File: src/rtl/sd_ctrl_pkg.sv
// Shared types and constants for the sigma-delta decimation controller.
package sd_ctrl_pkg;

   // Controller states: idle, start-up transient discard, normal operation
   typedef enum logic [1:0] {
      IDLE   = 2'd0,
      SETTLE = 2'd1,
      RUN    = 2'd2
   } sd_state_t;

   // Number of decimated captures thrown away while the Sinc3 filter settles
   localparam int SD_SETTLE_COUNT = 3;

   // Depth of the decimated-sample output buffer
   localparam int SD_FIFO_DEPTH = 2;

endpackage

File: src/rtl/sd_sample_fifo.sv
// Two-entry first-word-fall-through buffer for decimated samples.
// The head entry is held in its own register so dout is a plain flop output.
module sd_sample_fifo
   import sd_ctrl_pkg::*;
#(
   parameter int WIDTH = 16
) (
   input  logic             clk,
   input  logic             rst,
   input  logic             push,
   input  logic             pop,
   input  logic [WIDTH-1:0] din,
   output logic [WIDTH-1:0] dout,
   output logic             full,
   output logic             empty
);

   localparam int CW = $clog2(SD_FIFO_DEPTH + 1);

   logic [CW-1:0]    count_reg;
   logic [WIDTH-1:0] head_reg;
   logic [WIDTH-1:0] tail_reg;
   logic             do_push;
   logic             do_pop;

   // Qualify requests: a pop needs data, a push needs room (or a same-cycle pop)
   always_comb begin
      do_pop  = pop && !empty;
      do_push = push && (!full || do_pop);
   end

   // Occupancy and storage update; a full buffer may pop and push together
   always_ff @(posedge clk) begin
      if (rst) begin
         count_reg <= '0;
         head_reg  <= '0;
         tail_reg  <= '0;
      end else begin
         case (count_reg)
            CW'(0): begin
               if (do_push) begin
                  head_reg  <= din;
                  count_reg <= CW'(1);
               end
            end
            CW'(1): begin
               if (do_push && do_pop) begin
                  head_reg <= din;
               end else if (do_push) begin
                  tail_reg  <= din;
                  count_reg <= CW'(2);
               end else if (do_pop) begin
                  count_reg <= CW'(0);
               end
            end
            default: begin
               if (do_pop) begin
                  head_reg <= tail_reg;
                  if (do_push) begin
                     tail_reg <= din;
                  end else begin
                     count_reg <= CW'(1);
                  end
               end
            end
         endcase
      end
   end

   assign dout  = head_reg;
   assign full  = (count_reg == CW'(SD_FIFO_DEPTH));
   assign empty = (count_reg == CW'(0));

endmodule

File: src/rtl/sd_decim_ctrl.sv
// Sigma-delta modulator / Sinc3 decimator sequencer.
// Generates the shared clock enable, locates decimation points, captures the
// filter output into a small buffer and presents it on a valid/ready port.
// Build option: define SD_DECIM_CTRL_SETTLE_EN to discard the first filter
// outputs after start while the Sinc3 transient dies out.
module sd_decim_ctrl
   import sd_ctrl_pkg::*;
#(
   parameter int OSR        = 32,
   parameter int FILT_WIDTH = 3 * $clog2(OSR) + 1,
   parameter int DIV_WIDTH  = 8
) (
   input  logic                  clk,
   input  logic                  rst,
   input  logic                  start,
   input  logic                  stop,
   input  logic [DIV_WIDTH-1:0]  div,
   input  logic [FILT_WIDTH-1:0] filtIn,
   output logic                  en,
   output logic [FILT_WIDTH-1:0] sampleOut,
   output logic                  sampleValid,
   input  logic                  sampleReady,
   output logic                  busy,
   output logic                  overflow
);

   localparam int PW = $clog2(OSR);

   sd_state_t            state_reg, state_next;
   logic [DIV_WIDTH-1:0] div_reg;
   logic [DIV_WIDTH-1:0] div_cnt_reg;
   logic [PW-1:0]        phase_reg;
   logic                 cap_reg;
   logic                 overflow_reg;
   logic                 active;
   logic                 start_ok;
   logic                 dec_event;
   logic                 pop;
   logic                 push;
   logic                 drop;
   logic                 fifo_full;
   logic                 fifo_empty;
`ifdef SD_DECIM_CTRL_SETTLE_EN
   logic [1:0]           settle_cnt_reg;
`endif

   // Enable divider, decimation detection, buffer handshake and next state
   always_comb begin
      active    = (state_reg != IDLE);
      start_ok  = start && !stop && (state_reg == IDLE);
      en        = active && (div_cnt_reg == div_reg);
      dec_event = en && (phase_reg == PW'(OSR - 1));
      pop       = sampleValid && sampleReady;
      push      = cap_reg && (state_reg == RUN) && (!fifo_full || pop);
      drop      = cap_reg && (state_reg == RUN) && fifo_full && !pop;

      state_next = state_reg;
      case (state_reg)
         IDLE: begin
            if (start_ok) begin
`ifdef SD_DECIM_CTRL_SETTLE_EN
               state_next = SETTLE;
`else
               state_next = RUN;
`endif
            end
         end
`ifdef SD_DECIM_CTRL_SETTLE_EN
         SETTLE: begin
            if (stop) begin
               state_next = IDLE;
            end else if (cap_reg && (settle_cnt_reg == 2'(SD_SETTLE_COUNT - 1))) begin
               state_next = RUN;
            end
         end
`endif
         RUN: begin
            if (stop) begin
               state_next = IDLE;
            end
         end
         default: state_next = IDLE;
      endcase
   end

   // State, divider/phase counters, capture strobe and sticky overflow
   always_ff @(posedge clk) begin
      if (rst) begin
         state_reg    <= IDLE;
         div_reg      <= '0;
         div_cnt_reg  <= '0;
         phase_reg    <= '0;
         cap_reg      <= 1'b0;
         overflow_reg <= 1'b0;
      end else begin
         state_reg <= state_next;
         // a stop in a decimation cycle cancels the pending capture
         cap_reg   <= dec_event && !stop;

         if (start_ok) begin
            div_reg      <= div;
            overflow_reg <= 1'b0;
         end else if (drop) begin
            overflow_reg <= 1'b1;
         end

         // counters sit at zero in IDLE so the first en lands on cycle div+1
         if ((state_reg == IDLE) || (state_next == IDLE)) begin
            div_cnt_reg <= '0;
            phase_reg   <= '0;
         end else if (en) begin
            div_cnt_reg <= '0;
            phase_reg   <= phase_reg + 1'b1;
         end else begin
            div_cnt_reg <= div_cnt_reg + 1'b1;
         end
      end
   end

`ifdef SD_DECIM_CTRL_SETTLE_EN
   // Count captures discarded while the filter output is still settling
   always_ff @(posedge clk) begin
      if (rst || (state_reg != SETTLE)) begin
         settle_cnt_reg <= '0;
      end else if (cap_reg) begin
         settle_cnt_reg <= settle_cnt_reg + 1'b1;
      end
   end
`endif

   sd_sample_fifo #(
      .WIDTH (FILT_WIDTH)
   ) u_fifo (
      .clk   (clk),
      .rst   (rst),
      .push  (push),
      .pop   (pop),
      .din   (filtIn),
      .dout  (sampleOut),
      .full  (fifo_full),
      .empty (fifo_empty)
   );

   assign sampleValid = !fifo_empty;
   assign busy        = active;
   assign overflow    = overflow_reg;

endmodule

File: config.mk
export PLATFORM = sky130hd
export DESIGN_NAME = sd_decim_ctrl
export DESIGN_NICKNAME = d
export VERILOG_FILES = /design/src/rtl/sd_ctrl_pkg.sv /design/src/rtl/sd_sample_fifo.sv /design/src/rtl/sd_decim_ctrl.sv
export SDC_FILE = /design/constraint.sdc
export NUM_CORES = 1
export LEC_CHECK = 0
export ABC_AREA = 1
export BUFFER_PORTS_ARGS = -buffer_cell sky130_fd_sc_hd__buf_2
export CAP_MARGIN = 20
export CORE_MARGIN = 10
export CORE_UTILIZATION = 54
export CTS_CLUSTER_SIZE = 40
export DETAILED_ROUTE_END_ITERATION = 7
export PLACE_DENSITY = 0.76
export SLEW_MARGIN = 25
export SYNTH_ARGS = -nofsm -noshare
export SYNTH_HDL_FRONTEND = slang
export SYNTH_SLANG_ARGS = --single-unit
File: constraint.sdc
create_clock -name clk -period 1.4 [get_ports clk]
set_input_delay 0.07 -clock clk [delete_from_list [all_inputs] [get_ports clk]]
set_output_delay 0.07 -clock clk [all_outputs]
set_load 0.02 [all_outputs]
## Word level (Yosys, flattened, before mapping)

Cells that the tools add are included.

| storage, ports and cells | value |
|---|---|
| register bits after elaboration | 59 |
| input bits | 29 |
| output and inout port bits | 20 |
| word-level logic and storage cells | 72 |

| operators by class | value |
|---|---|
| add/sub/neg operators | 2 |
| eq/ne operators | 10 |
| multiplexer cells | 18 |
| bitwise operators | 1 |
| reductions and logical operators | 32 |

Operators by type and width:

| operator | number |
|---|---|
| two-way mux 16 bit | 6 |
| case mux 16 bit (2 select lines) | 2 |
| two-way mux 2 bit | 8 |
| logical AND 1 bit | 13 |
| adder 8 x 1 -> 8 bit, second input constant | 1 |
| == test 8 bit | 1 |
| case mux 2 bit (2 select lines) | 2 |
| zero test 2 bit | 3 |
| AND reduction 3 bit | 2 |
| adder 5 x 1 -> 5 bit, second input constant | 1 |
| == test 5 bit, second input constant | 1 |
| AND reduction 5 bit | 1 |
| == test 2 bit, second input constant | 2 |
| zero test 1 bit | 4 |
| inequality test 2 x 1 -> 1 bit, second input constant | 2 |
| nonzero test 2 bit | 2 |
| OR reduction 2 bit | 2 |
| logical OR 1 bit | 3 |
| inequality test 3 x 1 -> 1 bit, second input constant | 1 |
| inequality test 3 bit, second input constant | 1 |
| nonzero test 3 bit | 1 |
| OR reduction 3 bit | 1 |
| == test 2 x 1 -> 1 bit, second input constant | 1 |
| inequality test 2 bit, second input constant | 1 |
| NOT 1 bit | 1 |

## Longest topological paths before layout

Gate-level depths: netlist of the first run.

| depth | value |
|---|---|
| depth in word-level cells | 9 |
| gate-level depth with buffers | 11 |
| mapped depth without buffers | 10 |

## By module

Synthesis of the first run repeated with hierarchy kept, for this count alone.

| second synthesis, totals | value |
|---|---|
| cells, all modules | 463 |
| area total of the unflattened synthesis | 3056.7 µm² |

Modules (own cells, without submodules):

| module | instances | cells an instance | area an instance (µm²) | seq. area each (µm²) |
|---|---|---|---|---|
| sd_sample_fifo | 1 | 269 | 1714.1 | 680.7 |
| sd_decim_ctrl | 1 | 194 | 1342.5 | 500.5 |

## Worst setup path after synthesis of the first run

No wires, ideal clock.

| timing path | value |
|---|---|
| path kind | register -> register |
| from | register state_reg[1] |
| to | register phase_reg[1] |
| library setup time | 113 ps |
| arrival | 1120 ps |
| required time | 1287 ps |
| slack | 168 ps |
| stages on the path, launching flop included | 9 |
| path buffers | 1 |
| clock period less this slack | 1232 ps |
| cell sequence | dfxtp_1 inv_1 nand2_1 nand3_1 nor2_2 nand2_2 buf_6 nor2_1 nor2_1 |

| on the way | value |
|---|---|
| elaborated cells between the ends (all ways) | 11 |
| those cells by class | 1 x eq/ne; 3 x mux; 7 x reduce/logical |

RTL lines:

| element | RTL line | RTL |
|---|---|---|
| start: declaration | sd_decim_ctrl.sv:29 | `sd_state_t state_reg, state_next;` |
| start signal: assignment | sd_decim_ctrl.sv:96 | `state_reg <= state_next;` |
| nonzero test 2 bit | sd_decim_ctrl.sv:49 | `active = (state_reg != IDLE);` |
| named net busy | sd_decim_ctrl.sv:23 | `output logic busy,` |
| logical AND 1 bit | sd_decim_ctrl.sv:51 | `en = active && (div_cnt_reg == div_reg);` |
| end signal: assignment | sd_decim_ctrl.sv:113 | `phase_reg <= phase_reg + 1'b1;` |
| end: declaration | sd_decim_ctrl.sv:32 | `logic [PW-1:0] phase_reg;` |

The timed path passes the listed nets, and every way through them passes these cells.
A chain may end at the register's enable or synchronous reset.

## Worst setup path after layout of the first run

| timing path | value |
|---|---|
| from | register div_cnt_reg[0] |
| to | output port en |

| on the way | value |
|---|---|
| word-level cells in the longest chain between the ends | 2 |

Ends and longest elaborated chain:

| element | RTL line | RTL |
|---|---|---|
| start: declaration | sd_decim_ctrl.sv:31 | `logic [DIV_WIDTH-1:0] div_cnt_reg;` |
| start signal: assignment | sd_decim_ctrl.sv:115 | `div_cnt_reg <= div_cnt_reg + 1'b1;` |
| == test 8 bit | sd_decim_ctrl.sv:51 |  |
| logical AND 1 bit | sd_decim_ctrl.sv:51 |  |
| end: declaration | sd_decim_ctrl.sv:19 | `output logic en,` |

No other way between the ends.

==> results of run 1 <==
-- cell families after synthesis --
family	share of synthesized area (%)
xor gates and xnor gates	4.26
AOI/OAI and AO/OA	14.0
buffers and inverters	7.16
other	0.152
DFF	47.9
and+or+nand+nor	25.0
adders and majority gates	1.52
-- repair_timing --
| item | CTS | global route |
|---|---|---|
| setup endpoints to repair | 1 | 42 |
| hold buffers | 6 | 0 |
| resized for setup | 11 | 20 |
| cloned | 0 | 1 |
| hold endpoints to repair | 7 | 0 |
| pin swaps | 4 | 9 |
| setup buffers | 4 | 3 |
-- worst paths after layout --
path | startpoint | endpoint | slack, ps | cells past startpoint
setup / recovery | div_cnt_reg[0]$_SDFF_PP0_ | en | -20 | 6
hold / removal | div[1] | div_reg[1]$_SDFFE_PP0P_ | 10 | 3
setup reg to reg | div_cnt_reg[6]$_SDFF_PP0_ | phase_reg[2]$_SDFFE_PP0P_ | 30 | 11
hold reg to reg | div_reg[7]$_SDFFE_PP0P_ | div_reg[7]$_SDFFE_PP0P_ | 450 | 2
-- synthesized netlist by cell type (2+ instances only) --
library cell / number
nand2_1: 67
nor2_1: 63
dfxtp_1: 59
o21ai_0: 39
inv_1: 20
a31oi_1: 17
nand3_1: 10
clkbuf_1: 6
xnor2_1: 6
xor2_1: 6
a21oi_1: 4
buf_2: 3
buf_6: 3
ha_1: 3
inv_2: 3
o21ai_1: 3
nand2_2: 2
nand4_1: 2
nor2_2: 2
-- power by group --
group	total [W]	internal (W)	leakage [nW]	switching (W)
logic	0.000287	0.000140	0.867	0.000147
clock network	0.00155	0.000945	0.104	0.000608
registers	0.00170	0.00169	0.481	0.00000810
-- layer usage --
metal	share of wire, %	up-vias	global-route usage, %	routed length (um)
met5	0	-	0	0
met4	1.1	0	6.67	67
met3	5.9	7	5.20	356
met2	51	58	26.5	3080
met1	42	1059	17.3	2550
li1	-	1211	-	-
-- stage by stage --
| stage | util, % | TNS (ps) | power, W | area, sq um |
|---|---|---|---|---|
| 2_1_floorplan | - | 0 | 0.00186 | 2460 |
| 3_3_place_gp | 64.0 | 0 | 0.00195 | 2800 |
| 3_5_place_dp | 64.0 | 0 | 0.00195 | 2800 |
| 4_1_cts | 71.1 | -75.6 | 0.00355 | 3120 |
| 5_1_grt | 73.5 | -481 | 0.00368 | 3220 |
| 6_report | 73.5 | -21.8 | 0.00354 | 3220 |
-- worst max-delay path: stages, from the launching register on --
cell and delay [ps]:
dfxtp_2 340, or2_2 310, nand3_2 90, nor2_4 60, nand2_4 80, inv_2 40
buf_6 120
-- layout by cell type, fill, tap and decap left out, drive strengths merged, types with 2 or more instances in the layout --
| cell | n |
|---|---|
| nand2 | 69 |
| nor2 | 66 |
| dlygate4sd3 | 6 |
| xnor2 | 6 |
| nand3 | 10 |
| dfxtp | 59 |
| buf | 69 |
| xor2 | 6 |
| ha | 3 |
| o21ai | 42 |
| a31oi | 17 |
| clkbuf | 13 |
| a21oi | 4 |
| nand4 | 2 |
| inv | 24 |
-- layout make-up --
cell class                      count  area share [%]
Sequential cell                    59            37.0
Multi-Input combinational cell    231            35.8
Timing Repair Buffer               76            15.9
Clock buffer                       12            5.13
Inverter                           24            3.03
Tap cell                           52            2.02
Clock inverter                      2            1.09
==> flow_summary.json, run 1 <==
{
  "outcome": "finished with violations",
  "violations": "setup timing",
  "gp_congestion": 0.808,
  "core_area_sq_um": 4380,
  "synth_edf_count": 0,
  "numClockSinks": 59,
  "diodes": 0,
  "cts_buffers": 9,
  "end_kind": "output pin",
  "grt_pass1_wl_mm": 9.74,
  "detail-route-antenna-nets": 0,
  "ir_worst_vdd_mv": 0.820,
  "netlist_area_sq_um": 2460,
  "yosys_register_bits": 59,
  "clkLatencyLatePin_ps": 320,
  "clockRootBuffer": "clkbuf_8",
  "drt-initial-drc-count": 106,
  "cp.arrival_ps": 1350,
  "drv_slew": 0,
  "synthArstFlopShare_pct": 0,
  "ys_seq_area_share_pct": 47.9,
  "syn_to_final_growth_pct": 30.7,
  "clock-skew-final_ps": 7.89,
  "viasPerCell": 5.12,
  "synth_warnings": 0,
  "fillers": 366,
  "fin_crit_ps": 1420,
  "synth.distinct_cells": 29,
  "yosysTopAreaCell": "dfxtp_1",
  "clk_pin_slew_ps": 60,
  "hold_slack_ps": 10.9,
  "port_buffers": 48,
  "synth_top_flop_cell": "dfxtp_1",
  "synth.area.top_cells": "dfxtp_1, nand2_1, nor2_1, o21ai_0, a31oi_1",
  "worstPathRequired_ps": 1330,
  "maxCapViolations": 0,
  "leakagePower_nw": 1.45,
  "die_h_um": 87.6,
  "dp_hpwl_mm": 4.00,
  "drc_errors": 0,
  "routed_wl_mm": 6.05,
  "cp_max_fo": 5,
  "vias": 2335,
  "setup_viol": 1,
  "clk_path_buf_depth": 2,
  "hold_viol": 0,
  "dp_slack_ps": 24.6,
  "wl_per_cell_um": 13.3,
  "fmax_mhz": 703,
  "die-width_um": 87.6,
  "syn_inst": 328,
  "final_cell_count_no_fill": 456,
  "synthesis.nets": 360,
  "layout.nets": 433,
  "cts_tree": "yes",
  "fin_crit_sh_pct": 102,
  "cts_htree_levels": 3,
  "synth_top_area_share_pct": 47.9,
  "dr.pass1.iters": 4,
  "grt_use_total_pct": 15.6,
  "grt_max_degree": 43,
  "dp_cells": 428,
  "p_per_area_nw_per_um2": 1100,
  "dieArea_sq_um": 7670,
  "grt_pass1_vias": 2211,
  "antenna_found_initial": 0,
  "overflow": 0,
  "io_pins": 49,
  "worst_slack_ps": -21.8,
  "register_area_sq_um": 1190,
  "syn_avg_cell_area_sq_um": 7.51,
  "drive_gt1_share_pct": 28.5,
  "path_class": "flop to output pin",
  "start_util_pct": 56.2,
  "cp-start-kind": "flop",
  "rsz0062_at_grt": "true",
  "fp-row-count": 24,
  "hold_class": "input port to flop",
  "multiInputGateArea_sq_um": 1150
}
Power figures use the tool's default switching activity.
==> inputs of run 2 (changes only) <==
- CTS_BUF_LIST: not set -> sky130_fd_sc_hd__clkbuf_16
==> run 2 against run 1 <==
  * Critical path depth grew 5
  * Worst hold slack lost 2.5 ps
  * Critical endpoint is now phase_reg[4]$_SDFFE_PP0P_
  * Sequential power is essentially flat
  * Clock power grew 30%
  * Sequential share of layout area is essentially flat
  * Design area shrank 0.31%
  * The run still ends with setup timing left
  * Count of clock-buffer cells in the layout shrank 3
  * Largest cell class unchanged
  * Total power grew 12%
  * Combinational power shrank 14%
  * Flip-flop and latch count is the same
  * Highest routed layer unchanged
==> flow_summary.json, run 2 (same netlist as run 1, synthesis figures left out) <==
{
  "io_pins": 49,
  "setup_viol": 4,
  "ir_worst_vdd_mv": 0.871,
  "end_kind": "flop",
  "p_switching_w": 0.000838,
  "drc_errors": 0,
  "worstPathRequired_ps": 1610,
  "routed_wl_mm": 6.20,
  "cp.arrival_ps": 1650,
  "power_frac_comb_pct": 6.2,
  "r2r-start": "div_cnt_reg[6]$_SDFF_PP0_",
  "fin_crit_ps": 1440,
  "setup_tns_ps": -88.7,
  "gp_congestion": 0.808,
  "power.share.sequential_pct": 42.9,
  "hold_slack_ps": 8.40,
  "core_area_sq_um": 4380,
  "grt_use_total_pct": 15.9,
  "dr.pass1.iters": 4,
  "hold_class": "input port to flop",
  "worstHoldStart": "filtIn[7]",
  "path_class": "flop to flop",
  "clkLatencyLatePin_ps": 320,
  "wl_per_cell_um": 13.8,
  "cp-startpoint": "div_cnt_reg[6]$_SDFF_PP0_",
  "layout.nets": 427,
  "worst_slack_ps": -37.7,
  "die-width_um": 87.6,
  "drt-initial-drc-count": 102,
  "cts_tree": "yes",
  "power_w": 0.00397,
  "dp_slack_ps": 24.6,
  "swShare_pct": 21.1,
  "clk_path_buf_depth": 2,
  "routed.top_layer": "met4",
  "cp-start-kind": "flop",
  "vias": 2304,
  "leakagePower_nw": 1.45,
  "hold_viol": 0,
  "cts_buffers": 9,
  "fp-row-count": 24,
  "layout_common_cells": "nand2_1, nor2_1, dfxtp_1",
  "diodes": 0,
  "detail-route-antenna-nets": 0,
  "p_per_area_nw_per_um2": 1240,
  "fillers": 373,
  "mostFrequentLayoutCell": "nand2_1",
  "drv_slew": 0,
  "dr_wl_met3_um": 288,
  "violations": "setup timing",
  "overflow": 0,
  "drive_gt1_share_pct": 25.6,
  "dp_hpwl_mm": 4.00,
  "port_buffers": 48,
  "clk_pin_slew_ps": 50,
  "antenna_found_initial": 0,
  "fin_crit_sh_pct": 103,
  "numClockSinks": 59,
  "p_int_w": 0.00314,
  "grt_max_degree": 43,
  "cts_htree_levels": 3,
  "m1WireLength_mm": 2.64,
  "rsz0062_at_grt": "true",
  "viasPerCell": 5.12,
  "grt_pass1_wl_mm": 9.87,
  "cp_max_fo": 4,
  "wl_met2_mm": 3.22,
  "start_util_pct": 56.2,
  "syn_to_final_growth_pct": 30.3,
  "clock-skew-final_ps": 5.11,
  "final_core_util_pct": 73.2,
  "grt_pass1_vias": 2289,
  "clockRootBuffer": "clkbuf_16",
  "dieArea_sq_um": 7670,
  "outcome": "finished with violations",
  "maxCapViolations": 0,
  "p_clk_share_pct": 50.9,
  "fmax_mhz": 696,
  "die_h_um": 87.6
}
[run 2: per-layer routing]
metal  GRT usage [%]  vias to the layer above
met4            7.39                        0
met2            27.6                       39
met5               0                        -
met3            5.20                        7
li1                -                     1193
met1            17.1                     1065
[run 2: worst max-delay path, cell delays in order (launching register included)]
cell and delay [ps]:
dfxtp_2 350, inv_2 40, nand2_1 50, nand2_1 50, nor2_1 90, nand2_1 90, nor2_4 140, nand2_4 80
buf_4 150, buf_4 150, nor2_2 90, nor2_1 60
[run 2: timing repair]
action	in CTS	in global routing
endpoints found under the hold margin	3	0
resized for setup	8	14
hold buffers	2	0
buffers inserted	4	2
cloned	0	1
endpoints found under the setup margin	9	41
pin swaps	4	5
[run 2: power groups by stage]
stage	clock network (W)	logic [W]	registers, W
CTS	0.00204	0.000238	0.00170
detailed placement	0	0.000212	0.00174
floorplan	0	0.000127	0.00174
global route	0.00213	0.000274	0.00170
finish	0.00202	0.000246	0.00171
global placement	0	0.000212	0.00174
[run 2: area by class of cell]
| cell class | instances | area (sq um) | share of cell area [%] |
|---|---|---|---|
| Clock buffer | 9 | 225 | 7.01 |
| Clock inverter | 5 | 46.3 | 1.44 |
| Inverter | 24 | 97.6 | 3.04 |
| Multi-Input combinational cell | 231 | 1140 | 35.6 |
| Sequential cell | 59 | 1190 | 37.0 |
| Tap cell | 52 | 65.1 | 2.03 |
| Timing Repair Buffer | 70 | 447 | 13.9 |
[run 2: final timing paths]
check	endpoint	depth (start not counted)	slack (ps)
worst max-delay path	phase_reg[4]$_SDFFE_PP0P_	11	-40
worst min-delay path	u_fifo.tail_reg[7]$_SDFFE_PP0P_	3	8
worst max register to register	phase_reg[4]$_SDFFE_PP0P_	11	-40
worst min register to register	div_reg[7]$_SDFFE_PP0P_	2	470
[run 2: per-stage QoR]
| step | instances | instance area, sq um |
|---|---|---|
| floorplan | 328 | 2460 |
| global placement | 428 | 2800 |
| detailed placement | 428 | 2800 |
| CTS | 447 | 3140 |
| global route | 450 | 3210 |
| finish | 450 | 3210 |
==> inputs of run 3 (changes only) <==
- clock period: 1.4 -> 1.46 ns (I/O delays scaled with it)
==> run 3 against run 2 <==
  * The flow now finishes without violations
  * Clock skew barely moved
  * Clock power fell by 3%
  * Worst hold slack got worse by 4.8 ps
  * Via count fell by 0.74%
  * Sequential power fell by 4%
  * Worst setup slack improved by 40 ps
  * Design area fell by 0.66%
  * Flip-flop and latch count did not move
  * Sequential share of layout area rose by 0.21 points
  * Final cell count fell by 0.22%
  * Global-route usage fell by 0.57 points
  * Critical path type is now flop to output pin
  * Highest routed layer unchanged
==> flow_summary.json, run 3 (same netlist as run 1, synthesis figures left out) <==
{
  "met3_usage_pct": 4.46,
  "end_kind": "output pin",
  "gp_congestion": 0.810,
  "cp-start-kind": "flop",
  "grt_max_degree": 43,
  "io_pins": 49,
  "port_buffers": 48,
  "fin_crit_ps": 1460,
  "numClockSinks": 59,
  "r2r-start": "div_cnt_reg[0]$_SDFF_PP0_",
  "p_per_area_nw_per_um2": 1200,
  "vias": 2287,
  "layout_common_cells": "nand2_1, nor2_1, dfxtp_1",
  "diodes": 0,
  "cp_num_buf_inv": 2,
  "dp_hpwl_mm": 3.92,
  "fin_crit_sh_pct": 99.9,
  "wl_per_cell_um": 13.0,
  "fmax_mhz": 686,
  "drv_slew": 0,
  "cts_htree_levels": 3,
  "dr.pass1.iters": 4,
  "reg2reg_depth": 7,
  "cts_buffers": 9,
  "drc_errors": 0,
  "crit_chain": "or2_2 > nand3_1 > nor2_4 > nand2_4 > inv_2 > buf_6",
  "met1_usage_pct": 16.7,
  "rsz0062_at_grt": "true",
  "clockRootBuffer": "clkbuf_16",
  "worst_slack_ps": 1.88,
  "worstPathRequired_ps": 1390,
  "worstHoldStart": "div[4]",
  "clk_path_buf_depth": 2,
  "die-width_um": 87.6,
  "cp_slowest_stage_delay_ps": 350,
  "maxCapViolations": 0,
  "drt-initial-drc-count": 74,
  "dp_slack_ps": -10.3,
  "fillers": 369,
  "dieArea_sq_um": 7670,
  "worstReg2RegEnd": "div_cnt_reg[7]$_SDFF_PP0_",
  "cp.arrival_ps": 1390,
  "power_w": 0.00382,
  "die_h_um": 87.6,
  "final_area_sq_um": 3190,
  "timing.hold.worst_endpoint": "div_reg[4]$_SDFFE_PP0P_",
  "placed_cell_area_sq_um": 2780,
  "grt_pass1_wl_mm": 9.56,
  "reg2reg_slack_ps": 70,
  "final_core_util_pct": 72.7,
  "setup_viol": 0,
  "antenna_found_initial": 0,
  "clk_pin_slew_ps": 50,
  "drive_gt1_share_pct": 25.2,
  "hold_viol": 0,
  "layout.nets": 425,
  "hold_class": "input port to flop",
  "grt_use_total_pct": 15.3,
  "routed_wl_mm": 5.84,
  "viasPerCell": 5.09,
  "clkLatencyLatePin_ps": 320,
  "core_area_sq_um": 4380,
  "start_util_pct": 56.2,
  "cp_max_fo": 5,
  "ir_worst_vdd_mv": 0.856,
  "syn_to_final_growth_pct": 29.4,
  "use_met2_pct": 26.1,
  "dp_cells": 425,
  "detail-route-antenna-nets": 0,
  "critPathTopFamily": "simple AND/OR/NAND/NOR gates",
  "slowest_stage": "dfxtp_1",
  "overflow": 0,
  "final_cell_count_no_fill": 449,
  "clock-skew-final_ps": 4.67,
  "path_class": "flop to output pin",
  "outcome": "complete, no violations",
  "mostFrequentLayoutCell": "nand2_1",
  "min_path_cells": 3,
  "grt_pass1_vias": 2204,
  "grt-busiest-layer": "met2",
  "leakagePower_nw": 1.44,
  "fp-row-count": 24,
  "cts_tree": "yes"
}
-- run 3: metrics by stage --
step | hold slack (ps) | TNS [ps]
2_1_floorplan | 152 | 0
3_3_place_gp | 282 | -10.5
3_5_place_dp | 280 | -13.8
4_1_cts | 0.709 | 0
5_1_grt | 21.8 | -171
6_report | 3.58 | 0
-- run 3: final cells by class --
cell class	count	area, sq um	share of cell area (%)
flip-flops and latches	59	1190	37.2
multi-input cells	231	1150	36.1
repair buffers	68	417	13.1
clock buffers	9	225	7.06
inverters	24	97.6	3.06
well taps	52	65.1	2.04
clock inverters	6	48.8	1.53
-- run 3: worst max-delay path by stage --
stage	startpoint	to	slack, ps	cells after the start
2_1_floorplan	state_reg[1]$_SDFF_PP0_	phase_reg[1]$_SDFFE_PP0P_	230	8
3_3_place_gp	div_cnt_reg[6]$_SDFF_PP0_	div_cnt_reg[7]$_SDFF_PP0_	-10	9
3_5_place_dp	div_cnt_reg[6]$_SDFF_PP0_	div_cnt_reg[7]$_SDFF_PP0_	-10	9
4_1_cts	div_reg[7]$_SDFFE_PP0P_	div_cnt_reg[1]$_SDFF_PP0_	8	10
5_1_grt	div_reg[0]$_SDFFE_PP0P_	en	-70	7
6_report	div_cnt_reg[0]$_SDFF_PP0_	en	2	6
-- run 3: repair_timing --
action | CTS | global route
setup endpoints to repair | 8 | 29
hold endpoints to repair | 4 | 0
pin swaps | 2 | 3
hold buffers | 3 | 0
buffers inserted | 6 | 1
gates resized for setup | 7 | 15
-- run 3: worst min-delay path, stage by stage --
cell	delay [ps]
buf_2	70
o21ai_0	70
nor2_1	70
-- run 3: per-layer routing --
layer	vias to the layer above	part of all wire [%]	wire, um
met3	13	4.8	281
met1	1039	43	2540
met2	45	50	2900
met5	-	0	0
met4	0	2.1	120
li1	1190	-	-
-- run 3: power breakdown --
group / internal, W / total [W] / leakage (nW) / switching [W]
registers: 0.00163 / 0.00164 / 0.478 / 0.00000828
logic: 0.000105 / 0.000237 / 0.823 / 0.000132
clock network: 0.00128 / 0.00195 / 0.137 / 0.000673
total: 0.00301 / 0.00382 / 1.44 / 0.000813
